File: src/rtl/spa_ctrl_pkg.sv
// Shared types for the SPA capture controller: FSM state encoding and default
// counter width.
package spa_ctrl_pkg;

  localparam int CNT_WIDTH_DEF = 32;

  typedef enum logic [2:0] {
    ST_IDLE       = 3'd0,
    ST_LAUNCH_RO  = 3'd1,
    ST_DELAY      = 3'd2,
    ST_LAUNCH_RSA = 3'd3,
    ST_WAIT       = 3'd4,
    ST_DONE       = 3'd5,
    ST_FAULT      = 3'd6
  } state_e;

  // A run is in progress in every state other than IDLE, DONE and FAULT.
  function automatic logic state_busy(input state_e s);
    return (s == ST_LAUNCH_RO) || (s == ST_DELAY) ||
           (s == ST_LAUNCH_RSA) || (s == ST_WAIT);
  endfunction

endpackage

File: src/rtl/down_counter.sv
// Loadable down counter; holds at zero and flags it.
module down_counter #(
  parameter int WIDTH = 32
) (
  input  logic             clk,
  input  logic             rst,
  input  logic             load,
  input  logic [WIDTH-1:0] load_val,
  input  logic             en,
  output logic             zero
);

  localparam logic [WIDTH-1:0] CNT_ZERO = {WIDTH{1'b0}};
  localparam logic [WIDTH-1:0] CNT_ONE  = {{(WIDTH-1){1'b0}}, 1'b1};

  logic [WIDTH-1:0] count_r;

  // Load has priority; decrement stops at zero.
  always_ff @(posedge clk or posedge rst) begin
    if (rst) begin
      count_r <= CNT_ZERO;
    end else if (load) begin
      count_r <= load_val;
    end else if (en && (count_r != CNT_ZERO)) begin
      count_r <= count_r - CNT_ONE;
    end else begin
      count_r <= count_r;
    end
  end

  assign zero = (count_r == CNT_ZERO);

endmodule

File: src/rtl/spa_capture_ctrl.sv
// Sequences one SPA capture: launch the RO sampler, wait a programmable delay,
// launch the RSA core, then wait for both to finish or for the run to time out.
module spa_capture_ctrl
  import spa_ctrl_pkg::*;
#(
  parameter int SIZE_WIDTH = 32,
  parameter int CNT_WIDTH  = CNT_WIDTH_DEF
) (
  input  logic                  clk,
  input  logic                  rst,
  input  logic                  start,
  input  logic                  abort,
  input  logic [SIZE_WIDTH-1:0] delay_cycles,
  input  logic [SIZE_WIDTH-1:0] timeout_cycles,
  output logic                  ro_go,
  output logic                  rsa_go,
  input  logic                  ro_done,
  input  logic                  rsa_done,
  output logic                  busy,
  output logic                  done,
  output logic                  fault,
  output logic [CNT_WIDTH-1:0]  run_cycles
);

  localparam logic [CNT_WIDTH-1:0] CNT_ZERO = {CNT_WIDTH{1'b0}};
  localparam logic [CNT_WIDTH-1:0] CNT_ONE  = {{(CNT_WIDTH-1){1'b0}}, 1'b1};

  state_e               state_r, state_nx_s;
  logic [CNT_WIDTH-1:0] timeout_r, run_cycles_r, run_inc_s;
  logic                 ro_seen_r, rsa_seen_r;
  logic                 start_ok_s, timeout_hit_s, dly_en_s, dly_zero_s, rsa_window_s;
  logic                 ro_go_nx_s, rsa_go_nx_s, busy_nx_s, done_nx_s, fault_nx_s;
  logic                 ro_go_r, rsa_go_r, busy_r, done_r, fault_r;

  assign start_ok_s   = start && !abort && !state_busy(state_r);
  assign dly_en_s     = (state_r == ST_LAUNCH_RO) || (state_r == ST_DELAY);
  assign rsa_window_s = (state_r == ST_LAUNCH_RSA) || (state_r == ST_WAIT);
  assign run_inc_s    = (&run_cycles_r) ? run_cycles_r : run_cycles_r + CNT_ONE;
  // Timeout looks at the next count so FAULT coincides with run_cycles == T.
  assign timeout_hit_s = (timeout_r != CNT_ZERO) && (run_inc_s >= timeout_r);

  down_counter #(.WIDTH(CNT_WIDTH)) u_delay (
    .clk      (clk),
    .rst      (rst),
    .load     (start_ok_s),
    .load_val (CNT_WIDTH'(delay_cycles)),
    .en       (dly_en_s),
    .zero     (dly_zero_s)
  );

  // State and decoded output registers.
  always_ff @(posedge clk or posedge rst) begin
    if (rst) begin
      state_r  <= ST_IDLE;
      ro_go_r  <= 1'b0;
      rsa_go_r <= 1'b0;
      busy_r   <= 1'b0;
      done_r   <= 1'b0;
      fault_r  <= 1'b0;
    end else begin
      state_r  <= state_nx_s;
      ro_go_r  <= ro_go_nx_s;
      rsa_go_r <= rsa_go_nx_s;
      busy_r   <= busy_nx_s;
      done_r   <= done_nx_s;
      fault_r  <= fault_nx_s;
    end
  end

  // Next-state logic; abort overrides everything, completion beats timeout.
  always_comb begin
    state_nx_s = ST_IDLE;
    if (abort) begin
      state_nx_s = ST_IDLE;
    end else begin
      case (state_r)
        ST_IDLE, ST_DONE, ST_FAULT: begin
          if (start) state_nx_s = ST_LAUNCH_RO;
          else       state_nx_s = state_r;
        end
        ST_LAUNCH_RO, ST_DELAY: begin
          if (timeout_hit_s)   state_nx_s = ST_FAULT;
          else if (dly_zero_s) state_nx_s = ST_LAUNCH_RSA;
          else                 state_nx_s = ST_DELAY;
        end
        ST_LAUNCH_RSA: begin
          if (timeout_hit_s) state_nx_s = ST_FAULT;
          else               state_nx_s = ST_WAIT;
        end
        ST_WAIT: begin
          if (ro_seen_r && rsa_seen_r) state_nx_s = ST_DONE;
          else if (timeout_hit_s)      state_nx_s = ST_FAULT;
          else                         state_nx_s = ST_WAIT;
        end
        default: state_nx_s = ST_IDLE;
      endcase
    end
  end

  // Output decode of the upcoming state, registered above.
  always_comb begin
    ro_go_nx_s  = (state_nx_s == ST_LAUNCH_RO);
    rsa_go_nx_s = (state_nx_s == ST_LAUNCH_RSA);
    busy_nx_s   = state_busy(state_nx_s);
    done_nx_s   = (state_nx_s == ST_DONE);
    fault_nx_s  = (state_nx_s == ST_FAULT);
  end

  // Latched timeout and the saturating run-length counter.
  always_ff @(posedge clk or posedge rst) begin
    if (rst) begin
      timeout_r    <= CNT_ZERO;
      run_cycles_r <= CNT_ZERO;
    end else if (start_ok_s) begin
      timeout_r    <= CNT_WIDTH'(timeout_cycles);
      run_cycles_r <= CNT_ZERO;
    end else if (state_busy(state_r)) begin
      run_cycles_r <= run_inc_s;
    end else begin
      run_cycles_r <= run_cycles_r;
    end
  end

  // Sticky completion flags, so done inputs may be pulses or levels in any order.
  always_ff @(posedge clk or posedge rst) begin
    if (rst) begin
      ro_seen_r  <= 1'b0;
      rsa_seen_r <= 1'b0;
    end else if (start_ok_s || abort) begin
      ro_seen_r  <= 1'b0;
      rsa_seen_r <= 1'b0;
    end else begin
      ro_seen_r  <= ro_seen_r  | (ro_done  & state_busy(state_r));
      rsa_seen_r <= rsa_seen_r | (rsa_done & rsa_window_s);
    end
  end

  assign ro_go      = ro_go_r;
  assign rsa_go     = rsa_go_r;
  assign busy       = busy_r;
  assign done       = done_r;
  assign fault      = fault_r;
  assign run_cycles = run_cycles_r;

endmodule

File: config.mk
export PLATFORM = sky130hd
export DESIGN_NAME = spa_capture_ctrl
export DESIGN_NICKNAME = d
export VERILOG_FILES = /design/src/rtl/spa_ctrl_pkg.sv /design/src/rtl/down_counter.sv /design/src/rtl/spa_capture_ctrl.sv
export SDC_FILE = /design/constraint.sdc
export NUM_CORES = 1
export LEC_CHECK = 0
export ABC_AREA = 1
export CAP_MARGIN = 0
export CELL_PAD_IN_SITES_DETAIL_PLACEMENT = 1
export CELL_PAD_IN_SITES_GLOBAL_PLACEMENT = 1
export CORE_MARGIN = 1
export CORE_UTILIZATION = 47
export CTS_BUF_LIST = sky130_fd_sc_hd__clkbuf_16
export CTS_CLUSTER_DIAMETER = 150
export CTS_CLUSTER_SIZE = 30
export DETAILED_ROUTE_END_ITERATION = 6
export DONT_BUFFER_PORTS = 1
export HOLD_SLACK_MARGIN = 0.06
export PLACE_DENSITY = 0.89
export REMOVE_ABC_BUFFERS = 1
export SLEW_MARGIN = 20
export SYNTH_ARGS = -nofsm -noshare
export SYNTH_HDL_FRONTEND = slang
export SYNTH_SLANG_ARGS = --single-unit
export TNS_END_PERCENT = 30
File: constraint.sdc
create_clock -name clk -period 3.9 [get_ports clk]
set_input_delay 0.585 -clock clk [delete_from_list [all_inputs] [get_ports clk]]
set_output_delay 0.585 -clock clk [all_outputs]
set_load 0.005 [all_outputs]
### Word-level counts from Yosys, hierarchy flattened

Index checks and enable logic that the tools add are counted.

* input port bits: 70
* output and inout bits: 37
* bits in registers: 106
* word-level logic and storage cells: 68

* magnitude comparators: 1
* mux-type cells: 14
* add/subtract/negate cells: 2
* equality and inequality tests: 12
* reductions and logical operators: 24
* bitwise operators: 4

Operators by type and width (number)
* $mux W32: 5
* $reduce_bool A32 Y1: 2
* $add A32 B1 Y32 const B: 1
* $ge A32 B32 Y1: 1
* $logic_not A32 Y1: 1
* $reduce_and A32 Y1: 1
* $sub A32 B1 Y32 const B: 1
* $eq A3 B3 Y1 const B: 6
* $eq A3 B2 Y1 const B: 4
* $mux W3: 4
* $pmux W3 S4: 1
* $logic_or A1 B1 Y1: 8
* $eq A3 B1 Y1 const B: 2
* $logic_and A1 B1 Y1: 5
* $reduce_bool A2 Y1: 2
* $logic_not A3 Y1: 1
* $mux W1: 3
* $reduce_or A3 Y1: 1
* $and A1 B1 Y1: 2
* $logic_not A1 Y1: 2
* $mux W2: 1
* $or A1 B1 Y1: 2
* $reduce_or A2 Y1: 1

### Longest topological paths before layout

Gate-level depths: netlist of run 1.

* depth in word-level cells: 12
* gate-level depth with buffers: 30
* mapped depth without buffers: 30

### Cells and area by module

A second synthesis of run 1 with hierarchy kept.

* cell total of the unflattened synthesis: 1044
* area, all modules: 7327.0 um^2

By module, submodules not included
* spa_capture_ctrl: cells each 628, instances 1, area each 4807.1 um^2, seq. area each 1851.8 um^2
* down_counter: cells each 416, instances 1, area each 2519.9 um^2, seq. area each 800.8 um^2

### Least setup slack after synthesis of run 1

Ideal clock, no wire load.

* path type: flip-flop to flip-flop
* start point: register run_cycles_r[0] (netlist: run_cycles[0])
* end point: register busy_r (netlist: busy)
* buffers on the path: 0
* library setup time: 113 ps
* stages on the path, launching flop included: 26
* period minus slack after synthesis: 2969 ps
* data required time: 3787 ps
* path slack: 931 ps
* arrival time: 2857 ps
* path through: dfrtp_1 ha_1 nand3_2 nor4_2 nand2_1 clkinv_1 nand2_2 nand3b_2 nor2_1 xor2_1 ha_1 nand2_1 nor2_1 nand2_1 nor2_1 nor2_1 nand2_1 nand2_1 nand2_1 nand3_1 nand2_1 nand2_1 inv_1 nand2_1 nand2_1 inv_1

* elaborated cells between the ends (all ways): 17
* classes of those cells: add/sub (1); order compare (1); eq/ne (4); mux (6); reduce/logical (5)

RTL lines
* start, declared: RTL line spa_capture_ctrl.sv:29 `logic [CNT_WIDTH-1:0] timeout_r, run_cycles_r, run_inc_s;`
* start signal, assigned: RTL line spa_capture_ctrl.sv:118 `run_cycles_r <= run_inc_s;`
* start signal, assigned: RTL line spa_capture_ctrl.sv:120 `run_cycles_r <= run_cycles_r;`
* $add A32 B1 Y32 / $reduce_and A32 Y1 (equally long branches): RTL line spa_capture_ctrl.sv:38 `assign run_inc_s = (&run_cycles_r) ? run_cycles_r : run_cycles_r + CNT_ONE;`
* $mux W32 *: RTL line spa_capture_ctrl.sv:38
* $ge A32 B32 Y1 *: RTL line spa_capture_ctrl.sv:40 `assign timeout_hit_s = (timeout_r != CNT_ZERO) && (run_inc_s >= timeout_r);`
* $logic_and A1 B1 Y1 *: RTL line spa_capture_ctrl.sv:40
* $mux W3 *: RTL line spa_capture_ctrl.sv:82 `if (timeout_hit_s) state_nx_s = ST_FAULT;`
* $pmux W3 S4 *: RTL line spa_capture_ctrl.sv:76 `case (state_r)`
* $mux W3 *: RTL line spa_capture_ctrl.sv:73 `if (abort) begin`
* net state_nx_s[2]: RTL line spa_capture_ctrl.sv:28 `state_e state_r, state_nx_s;`
* $eq A3 B1 Y1 / $eq A3 B2 Y1 (equally long branches): RTL line spa_ctrl_pkg.sv:19 `return (s == ST_LAUNCH_RO) || (s == ST_DELAY) ||`
* $logic_or A1 B1 Y1 (2 in a row): RTL line spa_ctrl_pkg.sv:19
* $logic_or A1 B1 Y1 *: RTL line spa_ctrl_pkg.sv:20 `(s == ST_LAUNCH_RSA) || (s == ST_WAIT);`
* net busy_nx_s: RTL line spa_capture_ctrl.sv:32 `logic ro_go_nx_s, rsa_go_nx_s, busy_nx_s, done_nx_s, fault_nx_s;`
* end signal, assigned: RTL line spa_capture_ctrl.sv:64 `busy_r <= busy_nx_s;`
* end, declared: RTL line spa_capture_ctrl.sv:33 `logic ro_go_r, rsa_go_r, busy_r, done_r, fault_r;`

Mark *: on every way through the listed nets, which the timed path passes. The rest lies on a longest branch.
A chain may end at the register's enable or synchronous reset.

### Worst setup path after layout of run 1

* start point: register run_cycles_r[1] (netlist: run_cycles[1])
* end point: register busy_r (netlist: busy)

Same word-level chain as after synthesis.

==> flow_metrics.tcl, run 1 <==
set metrics [dict create \
    critPathBufInv 3 \
    wirelength_mm 19.82 \
    die_y_um 124.4 \
    final_cell_mix "nand2_1 (255), inv_1 (122), dfrtp_1 (104)" \
    setup_violations 0 \
    whs_ns 0.1738 \
    switchingPower_uw 2296 \
    path_clk_slew_ns 0.07 \
    fmax_mhz 279.5 \
    synthFlopType "dfrtp_1" \
    clockBufferDepth 2 \
    cts_sinks 106 \
    drt-initial-drc-count 317 \
    core_um2 14590 \
    relSlewSlack 0.3401 \
    endpoint_kind "flip-flop" \
    p_int_uw 2729 \
    layout-drive-gt1-share 0.08219 \
    tightest_slew_ns 0.9862 \
    netlist_instances 951 \
    cp_num_cells 25 \
    syn_avg_cell_area_um2 7.403 \
    cts_tree "yes" \
    clock_power_share 0.197 \
    required_ns 4.16 \
    syn2layout_area_growth_pct 7.091 \
    grt.overflow.total 0 \
    p_sw_frac 0.4569 \
    crit_path_end "busy" \
    cts-htree-levels 3 \
    cap_violations 0 \
    crit_path_start "run_cycles[1]" \
    rows 44 \
    power_density_nw_per_um2 666.5 \
    worstSetupStartpointType "flip-flop" \
    dp_hpwl_mm 14.88 \
    seq_power_share 0.350 \
    regToRegStartpoint "run_cycles[1]" \
    period_minus_slack_ns 3.578 \
    crit_family "simple AND/OR/NAND/NOR gates" \
    grt_usage 0.2674 \
    synth_area_leaders "dfrtp_1 (38%), nand2_1 (14%), inv_1 (6.5%)" \
    crit_type "flip-flop to flip-flop" \
    place_ws_ns 0.1945 \
    synth_top_area_cell "dfrtp_1" \
    nets 1048 \
    ir_worst_vdd_uv 411.7 \
    timing.final.crit_share 0.9174 \
    layout_commonest_cell "nand2_1" \
    crit_arrival_ns 3.84 \
    start_util 0.4826 \
    setup_ws_ns 0.3221 \
    max_stage_delay_ns 0.42 \
    clk_latency_ns 0.36 \
    yosys.area.top_type_share 0.3768 \
    diodes 0 \
    grt_max_degree 93 \
    synth_edf_count 0 \
    reg2reg_depth 25 \
    yosysUniqueCellTypes 48 \
    comb_power_share 0.454 \
    cts_inserted_buffers 9 \
    grt_pass1_wl_mm 33.33 \
    hp-class "primary input to async pin" \
    cpMostUsedCell "nand2_1" \
    antenna_found_initial 0 \
    ys_ff_latch 106 \
    synth_area_um2 7041 \
    drc_errors 0 \
    die_w_um 124.4 \
    status "finished clean" \
    grt_pass1_vias 6604 \
    die_area_um2 15470 \
    final_hold_viol_count 0 \
    portBuffers 0 \
    gp_congestion 0.9660 \
    vias 6309 \
    yosysWarnings 0 \
    drtPass1Iterations 5 \
    cts-root-buf "clkbuf_16" \
    wl_per_cell_um 17.50 \
    ioPinCount 107 \
    skew_ns 0.008201 \
    yosysSeqAreaShare 0.3768 \
    cp_slowest_cell "dfrtp_2" \
    slew_viol_final 0 \
    p_leak_uw 0.003643 \
    r2r_end "busy" \
    path_max_fanout 5 \
    ys_async_sr_fraction 1.000 \
    r2r_slack_ns 0.32 \
    viasPerCell 5.568 \
    antenna_left 0 \
]
synthesized netlist by cell type (all sizes together) (2+ instances only):
cell,count
a31oi,12
clkbuf,13
buf,13
a21oi,27
nor3,26
o21a,3
nor2,107
or2,6
xnor2,4
nor4,9
inv,126
xor2,32
nand4,24
a21o,2
nand3,30
nand3b,2
o21ai,86
a22o,6
ha,34
o22ai,5
o211ai,9
nor3b,2
dfrtp,106
nand2,261
worst reg2reg max path, cell delays in order, from the launching register on:
cell and delay (ns):
dfrtp_2 0.42, ha_2 0.24, nand3_2 0.15, nor4_4 0.37
nand2_1 0.14, clkinv_1 0.10, nand2_2 0.11, nand3b_2 0.12
nor2_1 0.06, xor2_1 0.16, ha_1 0.33, nand2_1 0.07
nor2_1 0.15, nand2_1 0.11, nor2_1 0.11, nor2_1 0.05
nand2_1 0.11, nand2_1 0.06, nand2_1 0.10, nand3_1 0.09
nand2_1 0.08, nand2_1 0.10, inv_1 0.11, nand2_1 0.06
nand2_1 0.05, inv_1 0.03
logic make-up (layout without fill, tap and decap cells):
logic type                 after synthesis  after routing  share of synthesized area
buffers and inverters                  153            151                    0.08779
xor gates and xnor gates                36             36                    0.04585
and+or+nand+nor                        468            468                     0.3048
DFF                                    106            106                     0.3768
AOI/OAI and AO/OA                      154            154                     0.1244
adders and majority gates               34             34                    0.06042
sequential cells by signal (all words and copies together) (netlist names), 3 cells and up:
register,count
state_r,3
timeout_r,32
u_delay.count_r,32
run_cycles,32
layer usage:
layer	up-vias	track usage	wire (µm)
met4	0	0.1042	602
met5	-	0	0
met1	3068	0.3328	8687
met2	125	0.4573	9741
met3	34	0.04897	791
li1	3082	-	-
area by class of cell:
type                       count  area, µm²
fill                        1824       7049
sequential                   106       2655
inverter                     127      481.7
timing repair buffer           8      72.57
tap                          184      230.2
multi-input combinational    692       3790
clock buffer                   9      225.2
clock inverter                 7      85.08
worst min-delay path by stage:
stage          slack [ns]         start             to  cells after the start
3_3_place_gp         0.50  timeout_r[0]   timeout_r[0]                      2
5_1_grt              0.23           rst  timeout_r[10]                      1
2_1_floorplan        0.47  timeout_r[0]   timeout_r[0]                      2
4_1_cts              0.20           rst  timeout_r[10]                      1
3_5_place_dp         0.53  timeout_r[0]   timeout_r[0]                      2
6_report             0.17           rst  timeout_r[11]                      1
per-stage QoR:
step / TNS [ns] / cell area, µm² / util / total power [µW] / cells
final: 0 / 7540 / 0.5168 / 5026 / 1133
after global routing: -0.009847 / 7540 / 0.5168 / 5464 / 1133
after CTS: 0 / 7487 / 0.5132 / 5059 / 1129
after detailed placement: 0 / 7177 / 0.4919 / 4048 / 1113
after global placement: 0 / 7177 / 0.4919 / 3917 / 1113
after floorplan: 0 / 6902 / - / 3358 / 925
power by group through the flow:
stage	registers, µW	clock network [µW]	logic, µW
after floorplan	1690	0	1670
after global placement	1760	0	2160
after detailed placement	1770	0	2270
after CTS	1760	1000	2300
after global routing	1810	1040	2620
final	1760	988	2280
repair_timing:
action	4_1_cts	5_1_grt
buffers inserted	0	4
hold buffers	0	0
gates resized for setup	0	6
setup endpoints to repair	0	8
Power figures use the tool's default switching activity.
==> run 2: changes to the inputs <==
--- a/config.mk
+++ b/config.mk
@@ -11,3 +11,3 @@
 export CELL_PAD_IN_SITES_GLOBAL_PLACEMENT = 1
-export CORE_MARGIN = 1
+export CORE_MARGIN = 1.5
 export CORE_UTILIZATION = 47
==> constraint.sdc (replaced) <==
create_clock -name clk -period 3.9 [get_ports clk]
set_input_delay 0.39 -clock clk [delete_from_list [all_inputs] [get_ports clk]]
set_output_delay 0.39 -clock clk [all_outputs]
set_load 0.005 [all_outputs]
==> run 2 against run 1 <==
  * Combinational power barely moved
  * Final cell count rose by 0.26%
  * Die area rose by 1.6%
  * Non-clock buffer count rose by 3
  * Final area barely moved
  * Count of clock-buffer cells in the layout did not move
  * Via count fell by 0.48%
  * Global-route usage fell by 0.36 points
  * Maximum frequency fell by 1.3%
  * Largest cell class unchanged
  * Setup slack got worse by 0.048 ns
  * Highest routed layer unchanged
  * Critical path depth rose by 1
  * Clock power fell by 7.1%
==> flow_metrics.tcl, run 2 (synthesis results as in run 1) <==
set metrics [dict create \
    ioPinCount 107 \
    gp_congestion 0.9098 \
    diodes 0 \
    whs_ns 0.09555 \
    nFillCells 1853 \
    min_to "ro_seen_r" \
    place_ws_ns 0.2504 \
    antenna_left 0 \
    clk_latency_ns 0.36 \
    worstSetupStartpointType "flip-flop" \
    syn2layout_area_growth_pct 7.126 \
    path_max_fanout 5 \
    ir_worst_vdd_uv 317.6 \
    r2r_end "busy" \
    wl_per_cell_um 17.74 \
    skew_ns 0.007789 \
    timing.final.crit_share 0.9298 \
    setup_violations 0 \
    critPathBufInv 3 \
    die_w_um 125.4 \
    regToRegStartpoint "run_cycles[15]" \
    cts-htree-levels 3 \
    layout-drive-gt1-share 0.08508 \
    layout_commonest_cell "nand2_1" \
    drc_errors 0 \
    crit_arrival_ns 3.88 \
    crit_family "simple AND/OR/NAND/NOR gates" \
    p_leak_uw 0.003631 \
    crit_type "flip-flop to flip-flop" \
    start_util 0.4826 \
    reg2reg_depth 26 \
    viasPerCell 5.527 \
    clockBufferDepth 2 \
    portBuffers 0 \
    required_ns 4.16 \
    antenna_found_initial 0 \
    vias 6279 \
    finalPower_uw 4962 \
    grt_usage 0.2638 \
    r2r_slack_ns 0.27 \
    hp-class "primary input to flip-flop" \
    die_y_um 125.4 \
    path_clk_slew_ns 0.07 \
    period_minus_slack_ns 3.626 \
    nets 1051 \
    rows 44 \
    holdPathStages 1 \
    power_density_nw_per_um2 657.9 \
    max_stage_delay_ns 0.48 \
    cts_sinks 106 \
    grt.overflow.total 0 \
    cts-root-buf "clkbuf_16" \
    slew_viol_final 0 \
    relSlewSlack 0.3479 \
    dp_hpwl_mm 15.11 \
    multi_input_area_um2 3804 \
    endpoint_kind "flip-flop" \
    drtPass1Iterations 5 \
    setup_ws_ns 0.2738 \
    die_area_um2 15720 \
    cpMostUsedCell "nand2_1" \
    grt_pass1_vias 6510 \
    cts_inserted_buffers 9 \
    core_um2 14590 \
    cap_violations 0 \
    cp_num_cells 26 \
    cp_slowest_cell "dfrtp_1" \
    drt-initial-drc-count 357 \
    fmax_mhz 275.8 \
    cts_tree "yes" \
    wirelength_mm 20.16 \
    grt_max_degree 93 \
    tightest_slew_ns 0.9745 \
    final_hold_viol_count 0 \
    status "finished clean" \
    grt_pass1_wl_mm 33.13 \
    seq_area_um2 2655 \
    worstHoldStart "abort" \
    final_cell_mix "nand2_1 (255), inv_1 (122), dfrtp_1 (104)" \
]
## run 2: layout make-up
class                      count  area share
sequential                   106      0.3520
inverter                     127     0.06387
clock buffer                   9     0.02986
timing repair buffer          11     0.01128
clock inverter                 7    0.008129
tap                          184     0.03052
multi-input combinational    692      0.5043
## run 2: worst max path at each step
stage,startpoint,end
after global routing,run_cycles[15],busy
after floorplan,state_r[2],u_delay.count_r[27]
after detailed placement,run_cycles[0],busy
final,run_cycles[15],busy
after global placement,run_cycles[0],busy
after CTS,run_cycles[0],busy
## run 2: what timing repair did
action	CTS	global route
buffers inserted	0	5
gates resized for setup	0	8
endpoints found under the hold margin	38	0
hold buffers	1	0
endpoints found under the setup margin	0	7
## run 2: layer usage
| metal | global-route usage | part of all wire | up-vias |
|---|---|---|---|
| met5 | 0 | 0 | - |
| met4 | 0.09024 | 0.020 | 0 |
| met3 | 0.05563 | 0.059 | 28 |
| met2 | 0.4696 | 0.50 | 149 |
| met1 | 0.3160 | 0.42 | 3024 |
| li1 | - | - | 3078 |
## run 2: stage by stage
step                area, µm²  TNS, ns  std cells  utilization
global placement         7172        0       1114       0.4916
global route             7542  -0.1754       1136       0.5170
CTS                      7468        0       1131       0.5119
detailed placement       7172        0       1114       0.4916
floorplan                6902        0        925            -
finish                   7542        0       1136       0.5170
## run 2: where the power goes
part	switching [µW]	leakage, µW	internal, µW	total, µW
Combinational	1570	0.00213	698	2270
Sequential	293	0.00135	1480	1770
Clock	427	0.000148	492	918
